### src/rtl/rr_mux_arbiter_pkg.sv
// Shared types and sizes for the round-robin 8:1 operand mux arbiter.
// Requester count, select width and the arbiter state encoding.
package rr_mux_arbiter_pkg;

  localparam int NUM_REQ = 8;
  localparam int SEL_W   = 3;

  typedef enum logic [1:0] {
    IDLE    = 2'd0,
    GRANT   = 2'd1,
    RELEASE = 2'd2
  } state_t;

  function automatic logic [NUM_REQ-1:0] onehot(input logic [SEL_W-1:0] idx);
    logic [NUM_REQ-1:0] v;
    v      = '0;
    v[idx] = 1'b1;
    return v;
  endfunction

endpackage

### src/rtl/rr_priority_pick.sv
// Round-robin search: first set req bit scanning upward from ptr+1, wrapping.
// Purely combinational; ptr itself is the last candidate.
module rr_priority_pick
  import rr_mux_arbiter_pkg::*;
(
  input  logic [NUM_REQ-1:0] req,
  input  logic [SEL_W-1:0]   ptr,
  output logic               any,
  output logic [SEL_W-1:0]   idx
);

  logic [SEL_W-1:0] cand;

  // Walk from the lowest priority (ptr) to the highest (ptr+1) so the last hit wins.
  always_comb begin
    idx  = ptr;
    cand = '0;
    for (int i = NUM_REQ; i >= 1; i--) begin
      cand = ptr + SEL_W'(i);
      if (req[cand]) idx = cand;
    end
  end

  assign any = |req;

endmodule

### src/rtl/rr_mux_arbiter.sv
// Round-robin owner arbiter for a shared 8:1 operand mux; optional forced release under RR_MUX_ARBITER_TIMEOUT_EN.
// Latency: grant/sel/busy registered one cycle after req is sampled; one RELEASE turnaround cycle between owners.
// Backpressure: an owner keeps the mux while it requests; other requests wait until release (or timeout).
module rr_mux_arbiter
  import rr_mux_arbiter_pkg::*;
#(
  parameter int MAX_HOLD = 16
) (
  input  logic                 clk,
  input  logic                 rst_n,
  input  logic [NUM_REQ-1:0]   req,
  output logic [NUM_REQ-1:0]   grant,
  output logic [SEL_W-1:0]     sel,
  output logic                 busy,
  output logic                 timeout
);

  if (MAX_HOLD < 2 || MAX_HOLD > 255) begin : g_bad_max_hold
    $error("rr_mux_arbiter: MAX_HOLD must be within 2..255");
  end

  state_t               state, state_n;
  logic [SEL_W-1:0]     ptr, ptr_n;
  logic [NUM_REQ-1:0]   grant_n;
  logic [SEL_W-1:0]     sel_n;
  logic                 busy_n;
  logic                 pick_any;
  logic [SEL_W-1:0]     pick_idx;

`ifdef RR_MUX_ARBITER_TIMEOUT_EN
  logic [7:0]           hold_cnt, hold_cnt_n;
  logic                 timeout_q, timeout_n;
  logic                 hold_last;

  assign hold_last = (hold_cnt == 8'(MAX_HOLD - 1));
  assign timeout   = timeout_q;
`else
  assign timeout   = 1'b0;
`endif

  rr_priority_pick u_pick (
    .req (req),
    .ptr (ptr),
    .any (pick_any),
    .idx (pick_idx)
  );

  always_comb begin
    state_n = state;
    ptr_n   = ptr;
    grant_n = grant;
    sel_n   = sel;
    busy_n  = busy;
`ifdef RR_MUX_ARBITER_TIMEOUT_EN
    hold_cnt_n = hold_cnt;
    timeout_n  = 1'b0;
`endif
    case (state)
      IDLE, RELEASE: begin
        if (pick_any) begin
          state_n = GRANT;
          ptr_n   = pick_idx;
          sel_n   = pick_idx;
          grant_n = onehot(pick_idx);
          busy_n  = 1'b1;
`ifdef RR_MUX_ARBITER_TIMEOUT_EN
          hold_cnt_n = '0;
`endif
        end else begin
          state_n = IDLE;
          grant_n = '0;
          busy_n  = 1'b0;
        end
      end
      GRANT: begin
        // ptr always names the current owner while in GRANT.
        if (!req[ptr]) begin
          state_n = RELEASE;
          grant_n = '0;
          busy_n  = 1'b0;
        end
`ifdef RR_MUX_ARBITER_TIMEOUT_EN
        else if (hold_last) begin
          state_n   = RELEASE;
          grant_n   = '0;
          busy_n    = 1'b0;
          timeout_n = 1'b1;
        end else begin
          hold_cnt_n = hold_cnt + 8'd1;
        end
`endif
      end
      default: begin
        state_n = IDLE;
        grant_n = '0;
        busy_n  = 1'b0;
      end
    endcase
  end

  // ptr resets to the top index so requester 0 wins the first arbitration.
  always_ff @(posedge clk or negedge rst_n) begin
    if (!rst_n) begin
      state <= IDLE;
      ptr   <= SEL_W'(NUM_REQ - 1);
      grant <= '0;
      sel   <= '0;
      busy  <= 1'b0;
`ifdef RR_MUX_ARBITER_TIMEOUT_EN
      hold_cnt  <= '0;
      timeout_q <= 1'b0;
`endif
    end else begin
      state <= state_n;
      ptr   <= ptr_n;
      grant <= grant_n;
      sel   <= sel_n;
      busy  <= busy_n;
`ifdef RR_MUX_ARBITER_TIMEOUT_EN
      hold_cnt  <= hold_cnt_n;
      timeout_q <= timeout_n;
`endif
    end
  end

endmodule
### config.mk
export PLATFORM = sky130hd
export DESIGN_NAME = rr_mux_arbiter
export DESIGN_NICKNAME = d
export VERILOG_FILES = /design/src/rtl/rr_mux_arbiter_pkg.sv /design/src/rtl/rr_priority_pick.sv /design/src/rtl/rr_mux_arbiter.sv
export SDC_FILE = /design/constraint.sdc
export NUM_CORES = 1
export LEC_CHECK = 0
export CORE_UTILIZATION = 30
export CTS_BUF_LIST = sky130_fd_sc_hd__clkbuf_4
export DETAILED_ROUTE_END_ITERATION = 6
export DONT_BUFFER_PORTS = 1
export HOLD_SLACK_MARGIN = 0.05
export PLACE_DENSITY = 0.4
export SLEW_MARGIN = 10
export SYNTH_ARGS = -nofsm -noshare
export SYNTH_HDL_FRONTEND = slang
export SYNTH_SLANG_ARGS = --single-unit
### constraint.sdc
create_clock -name clk -period 4.95 [get_ports clk]
set_clock_uncertainty 0.1 [all_clocks]
set_input_delay 0.99 -clock clk [delete_from_list [all_inputs] [get_ports clk]]
set_output_delay 0.99 -clock clk [all_outputs]
set_load 0.01 [all_outputs]
# Word-level counts from Yosys, hierarchy flattened
# Index checks and enable logic that the tools add are counted.
dict set report totals {
  regBits 17
}
dict set report classes {
  addsub 7
  order_cmp 10
  eq_ne 3
  n_mux 34
  n_reduce_logical 5
}
# cell count
set ops {}
lappend ops {{$lt 3x4->1 const B} 9}
lappend ops {{$bmux 1 s3} 8}
lappend ops {{$mux 3} 7}
lappend ops {{$mux 8} 2}
lappend ops {{$pmux 8 s2} 1}
lappend ops {{$add 3x3->3 const B} 4}
lappend ops {{$mux 1} 12}
lappend ops {{$reduce_or 8->1} 1}
lappend ops {{$add 3x2->3 const B} 2}
lappend ops {{$pmux 2 s2} 1}
lappend ops {{$add 3x1->3 const B} 1}
lappend ops {{$demux 1 s3} 1}
lappend ops {{$ge 3x1->1 const B} 1}
lappend ops {{$eq 2x1->1 const B} 1}
lappend ops {{$eq 2x2->1 const B} 1}
lappend ops {{$logic_not 2->1} 1}
lappend ops {{$mux 2} 1}
lappend ops {{$ne 2x2->1 const B} 1}
lappend ops {{$pmux 1 s2} 1}
lappend ops {{$reduce_and 2->1} 1}
lappend ops {{$reduce_or 2->1} 1}
lappend ops {{$logic_and 1x1->1} 1}

# Logic depth before layout (Yosys ltp)
# Gate-level depths: netlist of the first run.
dict set report logic_depth {
  word_depth 16
  mapped_depth 11
  depth_no_buf 8
}

# By module
# Synthesis of the first run repeated with hierarchy kept, for this count alone.
dict set report unflattened {
  hier_cells 166
  hier_area_um2 1614.0
}
# module instances cells_per_inst area_per_inst_um2 seq_area_each_um2
set modules_own_cells {}
lappend modules_own_cells {rr_priority_pick 1 101 904.6 0.0}
lappend modules_own_cells {rr_mux_arbiter 1 65 709.4 404.1}

# Worst setup path before layout of the first run
# Ideal clock, no wire load.
dict set report synth_path {
  path_kind {reg-to-reg}
  from {register ptr[1]}
  to {register grant[1]}
  setup_ns 0.104
  t_arrival_ns 3.338
  t_required_ns 4.746
  path_slack_ns 1.409
  path_stages_with_launch 12
  path_buffers 3
  cell_sequence {dfstp_2 clkbuf_1 clkbuf_1 inv_1 ha_1 buf_6 mux4_2 mux2_2 a221oi_2 o22ai_2 o21ba_4 o41ai_2}
}
dict set report synth_via {
  elab_chain_len 16
}
# item line
set synth_lines {}
lappend synth_lines {{from (decl)} rr_mux_arbiter.sv:23} ;# logic [SEL_W-1:0] ptr, ptr_n;
lappend synth_lines {{from (signal assigned)} rr_mux_arbiter.sv:105} ;# ptr <= SEL_W'(NUM_REQ - 1);
lappend synth_lines {{from (signal assigned)} rr_mux_arbiter.sv:115} ;# ptr <= ptr_n;
lappend synth_lines {{$add 3x3->3} rr_priority_pick.sv:19} ;# cand = ptr + SEL_W'(i);
lappend synth_lines {{$bmux 1 s3} rr_priority_pick.sv:20} ;# if (req[cand]) idx = cand;
lappend synth_lines {{$mux 1 (not written as such)} rr_priority_pick.sv:20}
lappend synth_lines {{$mux 3 (7 in a row)} rr_priority_pick.sv:20}
lappend synth_lines {{$lt 3x4->1 (not written as such) or $ge 3x1->1 (tied branches)} rr_mux_arbiter_pkg.sv:17} ;# v[idx] = 1'b1;
lappend synth_lines {{$logic_and 1x1->1 (not written as such)} rr_mux_arbiter_pkg.sv:17}
lappend synth_lines {{$mux 1 (not written as such)} rr_mux_arbiter_pkg.sv:17}
lappend synth_lines {{$demux 1 s3} rr_mux_arbiter_pkg.sv:17}
lappend synth_lines {{$mux 8} rr_mux_arbiter.sv:60} ;# if (pick_any) begin
lappend synth_lines {{$pmux 8 s2} rr_mux_arbiter.sv:58} ;# case (state)
lappend synth_lines {{to (signal assigned)} rr_mux_arbiter.sv:116} ;# grant <= grant_n;
lappend synth_lines {{to (decl)} rr_mux_arbiter.sv:12} ;# output logic [NUM_REQ-1:0] grant,
# Parallel ways exist; a longest one is shown, timed or not. The select of a mux whose other input is x is not followed.
# A chain may end at the register's enable or synchronous reset.

# Worst setup path in the final report of the first run
dict set report layout_path {
  from {register ptr[1]}
  to {register grant[0]}
}
# The elaborated chain is that of the path after synthesis.

==> out/metrics.yaml, run 1 <==
clkTransAtPathRegs_ps: 110
dr.pass1.iters: 4
cts_buffer_depth: 2
startpoint: "ptr[1]"
h-tree-depth: 1
fin_area_um2: 1500
nFillCells: 469
drv_slew: 0
syn_nets: 153
grt_first_pass_wirelength_um: 5640
synthArstFlopShare_pct: 100
grt_pass1_vias: 1135
crit_path_end: "grant[0]"
root_buffer: "clkbuf_4"
routed_via_density: 5.86
ys_seq_area_share_pct: 27.9
slew_headroom_pct: 47.4
nNetsFinal: 151
cp-start-kind: "flip-flop"
required_ps: 5020
r2r_slack_ps: 1440
diodes: 0
max_freq_mhz: 285
max_cap_violations: 0
cts_buffers: 3
crit_type: "reg2reg"
fin_ws_ps: 1440
hold_violations: 0
hpwl_um: 2600
drtIter0Drc: 44
tns_ps: 0
cp_max_fo: 17
clock_latency_ps: 290
start_util_pct: 32.1
synth_edf_count: 0
setup_violations: 0
pin_count: 23
synth_cells: 141
overflow: 0
hold_buffers: 0
routed_wirelength_um: 3340
synth_seq_cells: 16
track_usage_pct: 14.2
post-place-ws_ps: 1460
r2r-start: "ptr[1]"
cts_resized: 0
reg2reg_to: "grant[0]"
ff2ff_path_depth: 8
rsz0062_at_grt: "false"
wire_per_inst_um: 17.6
worst_pin_slew_ps: 788
vias: 1114
row_count: 24
cp-end-kind: "flip-flop"
io_buffers: 0
detail-route-antenna-nets: 0
die_area_um2: 5110
drive_gt1_share_pct: 21.7
cp.arrival_ps: 3580
place_congestion: 0.809
post_cts_buffers: 0
die_w_um: 71.5
synth_area_per_cell_um2: 10.3
numClockSinks: 16
fp.coreArea_um2: 4500
grt_antenna_before_repair: 0
whs_ps: 274
place_area_um2: 1470
dieHeight_um: 71.5
syn_area_um2: 1450
holdCritPathClass: "in2async"
ys.flop_type: "dfrtp_1"
ys_types: 43
outcome: "completed"
grt_max_degree: 18
cts_tree: "done"
period_share_pct: 71.0
post-route-drc-count: 0
yosysWarningCount: 0
syn2layout_area_growth_pct: 3.46
period_needed_ps: 3510
-- per-stage QoR --
| stage | utilization (%) | std cells |
|---|---|---|
| floorplan | - | 141 |
| global placement | 32.6 | 186 |
| detailed placement | 32.6 | 186 |
| CTS | 33.3 | 190 |
| global route | 33.3 | 190 |
| finish | 33.3 | 190 |
-- logic make-up (layout without fill, tap and decap cells) --
kind of cell / count (synthesis) / after routing / share of synthesized area [%]
and+or+nand+nor: 34 / 34 / 10.8
buffers and inverters: 17 / 14 / 5.70
other: 1 / 1 / 0.259
muxes: 25 / 25 / 27.1
adders and majority gates: 2 / 2 / 1.73
AOI/OAI and AO/OA: 42 / 42 / 24.0
DFF: 16 / 16 / 27.9
xor gates and xnor gates: 4 / 4 / 2.42
-- cell type report --
| class | count | area [µm²] | share of cell area, % |
|---|---|---|---|
| inverter | 10 | 37.5 | 2.51 |
| sequential | 16 | 404 | 27.0 |
| tap | 52 | 65.1 | 4.34 |
| multi-input combinational | 108 | 961 | 64.2 |
| clock buffer | 4 | 30.0 | 2.01 |
-- state kept, by name, indices dropped and copies added, names as in the netlist --
register / count
grant: 8
sel: 3
state: 2
ptr: 3
-- synthesized netlist by cell type, types with 2 or more instances --
cell / instances / area, µm²
nand2_1: 19 / 71.3
dfrtp_1: 13 / 325
inv_1: 10 / 37.5
mux2i_1: 9 / 90.1
mux4_2: 8 / 180
o31ai_1: 6 / 45.0
a22o_1: 5 / 43.8
mux2_2: 5 / 56.3
nor2_1: 5 / 18.8
a21oi_1: 4 / 20.0
clkbuf_1: 4 / 15.0
o211ai_1: 4 / 30.0
dfstp_2: 3 / 78.8
o21ai_1: 3 / 15.0
xnor2_1: 3 / 26.3
a21o_1: 2 / 15.0
a22oi_1: 2 / 15.0
a31oi_1: 2 / 12.5
and2_1: 2 / 12.5
buf_6: 2 / 22.5
ha_1: 2 / 25.0
mux4_1: 2 / 52.6
nand2b_1: 2 / 12.5
nor2b_1: 2 / 12.5
nor4_1: 2 / 12.5
o22ai_1: 2 / 12.5
o41ai_2: 2 / 32.5
-- critical path, stage by stage, from the launching register on --
cell	delay, ps
dfstp_2	760
inv_1	140
ha_1	470
mux4_2	610
mux2_2	330
a211oi_2	210
o21ai_2	140
mux2i_1	240
o41ai_2	390
-- per-layer routing --
metal	wire, µm	track usage, %
met5	0	0
met4	17	1.96
met3	150	4.36
met2	1610	22.9
met1	1560	19.3
-- layout by cell type, fill, tap and decap left out, types with 3 or more instances in the layout --
cell,instances
inv_1,10
clkbuf_4,4
dfstp_2,3
mux2_2,5
o211ai_1,4
a22o_1,5
xnor2_1,3
mux4_2,8
o31ai_1,6
nand2_1,19
mux2i_1,9
o21ai_1,3
dfrtp_1,13
nor2_1,5
a21oi_1,4
-- worst min path at each step --
stage	endpoint	slack (ps)
floorplan	state[1]	380
global placement	state[1]	410
detailed placement	state[1]	410
CTS	grant[2]	260
global route	grant[3]	250
finish	grant[3]	270
Power of run 1 is not shown: default switching activity piles up to over one toggle a cycle in this logic, so the estimate is an artifact.
==> run 2, diff against run 1 <==
==> constraint.sdc (replaced) <==
create_clock -name clk -period 3.3 [get_ports clk]
set_clock_uncertainty 0.1 [all_clocks]
set_input_delay 0.66 -clock clk [delete_from_list [all_inputs] [get_ports clk]]
set_output_delay 0.66 -clock clk [all_outputs]
set_load 0.01 [all_outputs]
==> out/metrics.yaml, run 2 (same netlist as run 1, synthesis figures left out) <==
h-tree-depth: 1
cp_cell_sequence: "inv_1 -> ha_1 -> mux4_2 -> mux2_2 -> a221oi_2 -> o22ai_2 -> o21ba_4 -> o41ai_2"
pin_count: 23
crit_type: "reg2reg"
cp-end-kind: "flip-flop"
dieHeight_um: 71.5
place_congestion: 0.759
use_met3_pct: 4.78
slew_headroom_pct: 46.5
largest_register_ffs: 8
die_w_um: 71.5
cts_tree: "done"
grt_first_pass_wirelength_um: 5810
die_area_um2: 5110
detail-route-antenna-nets: 0
grtUsageMet2_pct: 23.4
root_buffer: "clkbuf_4"
grt_pass1_vias: 1195
wire_per_inst_um: 17.5
cts_resized: 0
regMostFlops: "grant"
nNetsFinal: 156
required_ps: 3400
holdCritPathClass: "in2async"
start_util_pct: 32.1
critical_path.top_delay_family: "compound AO/OA/AOI/OAI gates"
period_share_pct: 92.8
hold_violations: 0
overflow: 0
clock_latency_ps: 280
row_count: 24
tns_ps: 0
met1_usage_pct: 19.5
max_freq_mhz: 326
drive_gt1_share_pct: 23.1
cp.arrival_ps: 3160
cts_buffer_depth: 2
cts_buffers: 3
setup_violations: 0
clkTransAtPathRegs_ps: 100
post-route-drc-count: 0
mostFrequentLayoutCell: "nand2_1"
cp-start-kind: "flip-flop"
track_usage_pct: 14.6
post_cts_buffers: 0
cp_max_fo: 6
drv_slew: 0
mostFrequentLayoutCells: "nand2_1, dfrtp_1, inv_1"
critPathSlowestCell: "mux4_2"
numClockSinks: 16
largestRegisters: "grant: 8 flops, ptr: 3 flops, sel: 3 flops"
worst_pin_slew_ps: 802
outcome: "completed"
gr-max-usage-layer: "met2"
grt_antenna_before_repair: 0
max_cap_violations: 0
diodes: 0
critPathMaxStageDelay_ps: 590
drtIter0Drc: 32
routed_wirelength_um: 3420
period_needed_ps: 3060
vias: 1130
syn2layout_area_growth_pct: 5.96
io_buffers: 0
rsz0062_at_grt: "false"
routed_via_density: 5.79
cp_num_buf_inv: 1
dr.pass1.iters: 4
hpwl_um: 2640
grt_max_degree: 17
fp.coreArea_um2: 4500
## run 2: area by class of cell
cell class              instances  area, µm²
flip-flops and latches         16        404
well taps                      52       65.1
multi-input cells             108        961
repair buffers                  5       40.0
clock inverters                 1       3.75
clock buffers                   3       22.5
fillers                       474       2970
inverters                      10       37.5
## run 2: final timing paths
check	start	to	slack [ps]	cells after the start
min in group clk	state[1]	state[1]	420	2
worst min-delay path	rst_n	ptr[2]	110	0
worst max register to register	ptr[1]	grant[1]	240	8
worst max-delay path	ptr[1]	grant[1]	240	8
max in group asynchronous	rst_n	sel[1]	2000	1
worst min register to register	state[1]	state[1]	420	2
## run 2: timing repair
action | in CTS | in global routing
setup endpoints to repair | 0 | 0
endpoints found under the hold margin | 13 | 0
hold buffers | 1 | 0
## run 2: per-layer routing
metal | up-vias | part of all wire, % | wire (µm)
li1 | 542 | - | -
met1 | 557 | 47 | 1600
met2 | 27 | 47 | 1600
met3 | 4 | 5.3 | 181
met4 | 0 | 1.2 | 40
met5 | - | 0 | 0
## run 2: metrics by stage
step	cells	setup WS, ps	area [µm²]	utilization, %	hold WS, ps
after global placement	190	224	1500	33.3	265
after global routing	195	34.0	1530	34.1	80.3
after floorplan	141	18.6	1450	-	264
after detailed placement	190	239	1500	33.3	265
final	195	237	1530	34.1	113
after CTS	195	211	1530	34.1	101
Power of run 2 is left out for the same reason.
==> run 3, diff against run 2 <==
--- a/config.mk
+++ b/config.mk
@@ -5,12 +5,12 @@
 export SDC_FILE = /design/constraint.sdc
 export NUM_CORES = 1
 export LEC_CHECK = 0
-export CORE_UTILIZATION = 30
+export CORE_UTILIZATION = 50
 export CTS_BUF_LIST = sky130_fd_sc_hd__clkbuf_4
 export DETAILED_ROUTE_END_ITERATION = 6
 export DONT_BUFFER_PORTS = 1
 export HOLD_SLACK_MARGIN = 0.05
-export PLACE_DENSITY = 0.4
+export PLACE_DENSITY = 0.61
 export SLEW_MARGIN = 10
 export SYNTH_ARGS = -nofsm -noshare
 export SYNTH_HDL_FRONTEND = slang
==> constraint.sdc (replaced) <==
create_clock -name clk -period 3.3 [get_ports clk]
set_clock_uncertainty 0.1 [all_clocks]
set_input_delay 0.66 -clock clk [delete_from_list [all_inputs] [get_ports clk]]
set_output_delay 0.66 -clock clk [all_outputs]
set_load 0.02 [all_outputs]
==> out/metrics.yaml, run 3 (same netlist as run 1, synthesis figures left out) <==
outcome: "completed"
ff2ff_path_depth: 8
wire_per_inst_um: 18.2
clock_latency_ps: 280
hpwl_um: 2430
tns_ps: 0
syn2layout_area_growth_pct: 4.41
required_ps: 3390
cts_tree: "done"
r2r-start: "ptr[1]"
period_needed_ps: 3060
cts_resized: 0
io_buffers: 0
reg2reg_to: "grant[1]"
grt_pass1_vias: 1120
die_area_um2: 3110
cp_max_fo: 6
nNetsFinal: 156
largestRegisters: "grant: 8 flops, ptr: 3 flops, sel: 3 flops"
grt_first_pass_wirelength_um: 5220
rsz0062_at_grt: "false"
max_cap_violations: 0
routed_via_density: 6.68
period_share_pct: 92.9
drtIter0Drc: 38
largest_register_ffs: 8
holdCritPathClass: "in2async"
fp.coreArea_um2: 2760
cts_buffer_depth: 2
hold_buffers: 1
pin_count: 23
h-tree-depth: 1
crit_type: "reg2reg"
vias: 1163
root_buffer: "clkbuf_4"
numClockSinks: 16
post_cts_buffers: 0
row_count: 19
start_util_pct: 52.5
dr.pass1.iters: 4
routed_wirelength_um: 3170
cp-end-kind: "flip-flop"
die_w_um: 55.8
diodes: 0
cts_buffers: 3
drv_slew: 0
grt_antenna_before_repair: 0
hold_violations: 0
drive_gt1_share_pct: 23.8
nFillCells: 248
grt_max_degree: 17
slew_headroom_pct: 47.0
r2r_slack_ps: 240
clkTransAtPathRegs_ps: 100
track_usage_pct: 21.7
mostFrequentLayoutCell: "nand2_1"
detail-route-antenna-nets: 0
dieHeight_um: 55.8
max_freq_mhz: 326
cp-start-kind: "flip-flop"
regMostFlops: "grant"
post-route-drc-count: 0
mostFrequentLayoutCells: "nand2_1, dfrtp_1, inv_1"
cp.arrival_ps: 3160
utilization_pct: 54.8
overflow: 0
setup_violations: 0
worst_pin_slew_ps: 794
place_congestion: 0.866
[run 3: cell count changes in the layout (fill, tap and decap cells not counted)]
cell,previous run,this run
clkinv_1,1,0
clkbuf_4,3,4
[run 3: cell type report]
cell class	count	area (µm²)	share of cell area (%)
tap	31	38.8	2.57
sequential	16	404	26.7
inverter	10	37.5	2.48
timing repair buffer	5	40.0	2.65
clock buffer	4	30.0	1.99
multi-input combinational	108	961	63.6
[run 3: worst max-delay path, cell delays in order, from the launching register on]
cell and delay (ps):
dfstp_2 540, inv_1 60, ha_1 380, mux4_2 590
mux2_2 330, a221oi_2 260, o22ai_2 150, o21ba_4 230
o41ai_2 340
[run 3: per-stage QoR]
stage               cell area [µm²]  setup slack, ps  std cells  hold WS (ps)
finish                         1510              235        174           109
global route                   1510              119        174          87.3
CTS                            1510              213        174           103
detailed placement             1470              239        169           265
global placement               1470              347        169           265
floorplan                      1450             18.6        141           264
[run 3: layer usage]
layer | global-route usage (%) | part of all wire (%)
met1 | 27.9 | 42
met4 | 1.07 | 0.32
met2 | 38.0 | 51
met5 | 0 | 0
met3 | 6.28 | 6.3
[run 3: worst max-delay path by stage]
| stage | from | to | slack, ps | cells past startpoint |
|---|---|---|---|---|
| CTS | ptr[1] | grant[1] | 210 | 8 |
| global placement | ptr[1] | grant[1] | 350 | 8 |
| finish | ptr[1] | grant[1] | 240 | 8 |
| global route | ptr[1] | grant[0] | 120 | 8 |
| floorplan | ptr[1] | grant[1] | 20 | 11 |
| detailed placement | ptr[1] | grant[1] | 240 | 8 |
Power of run 3 is left out for the same reason.
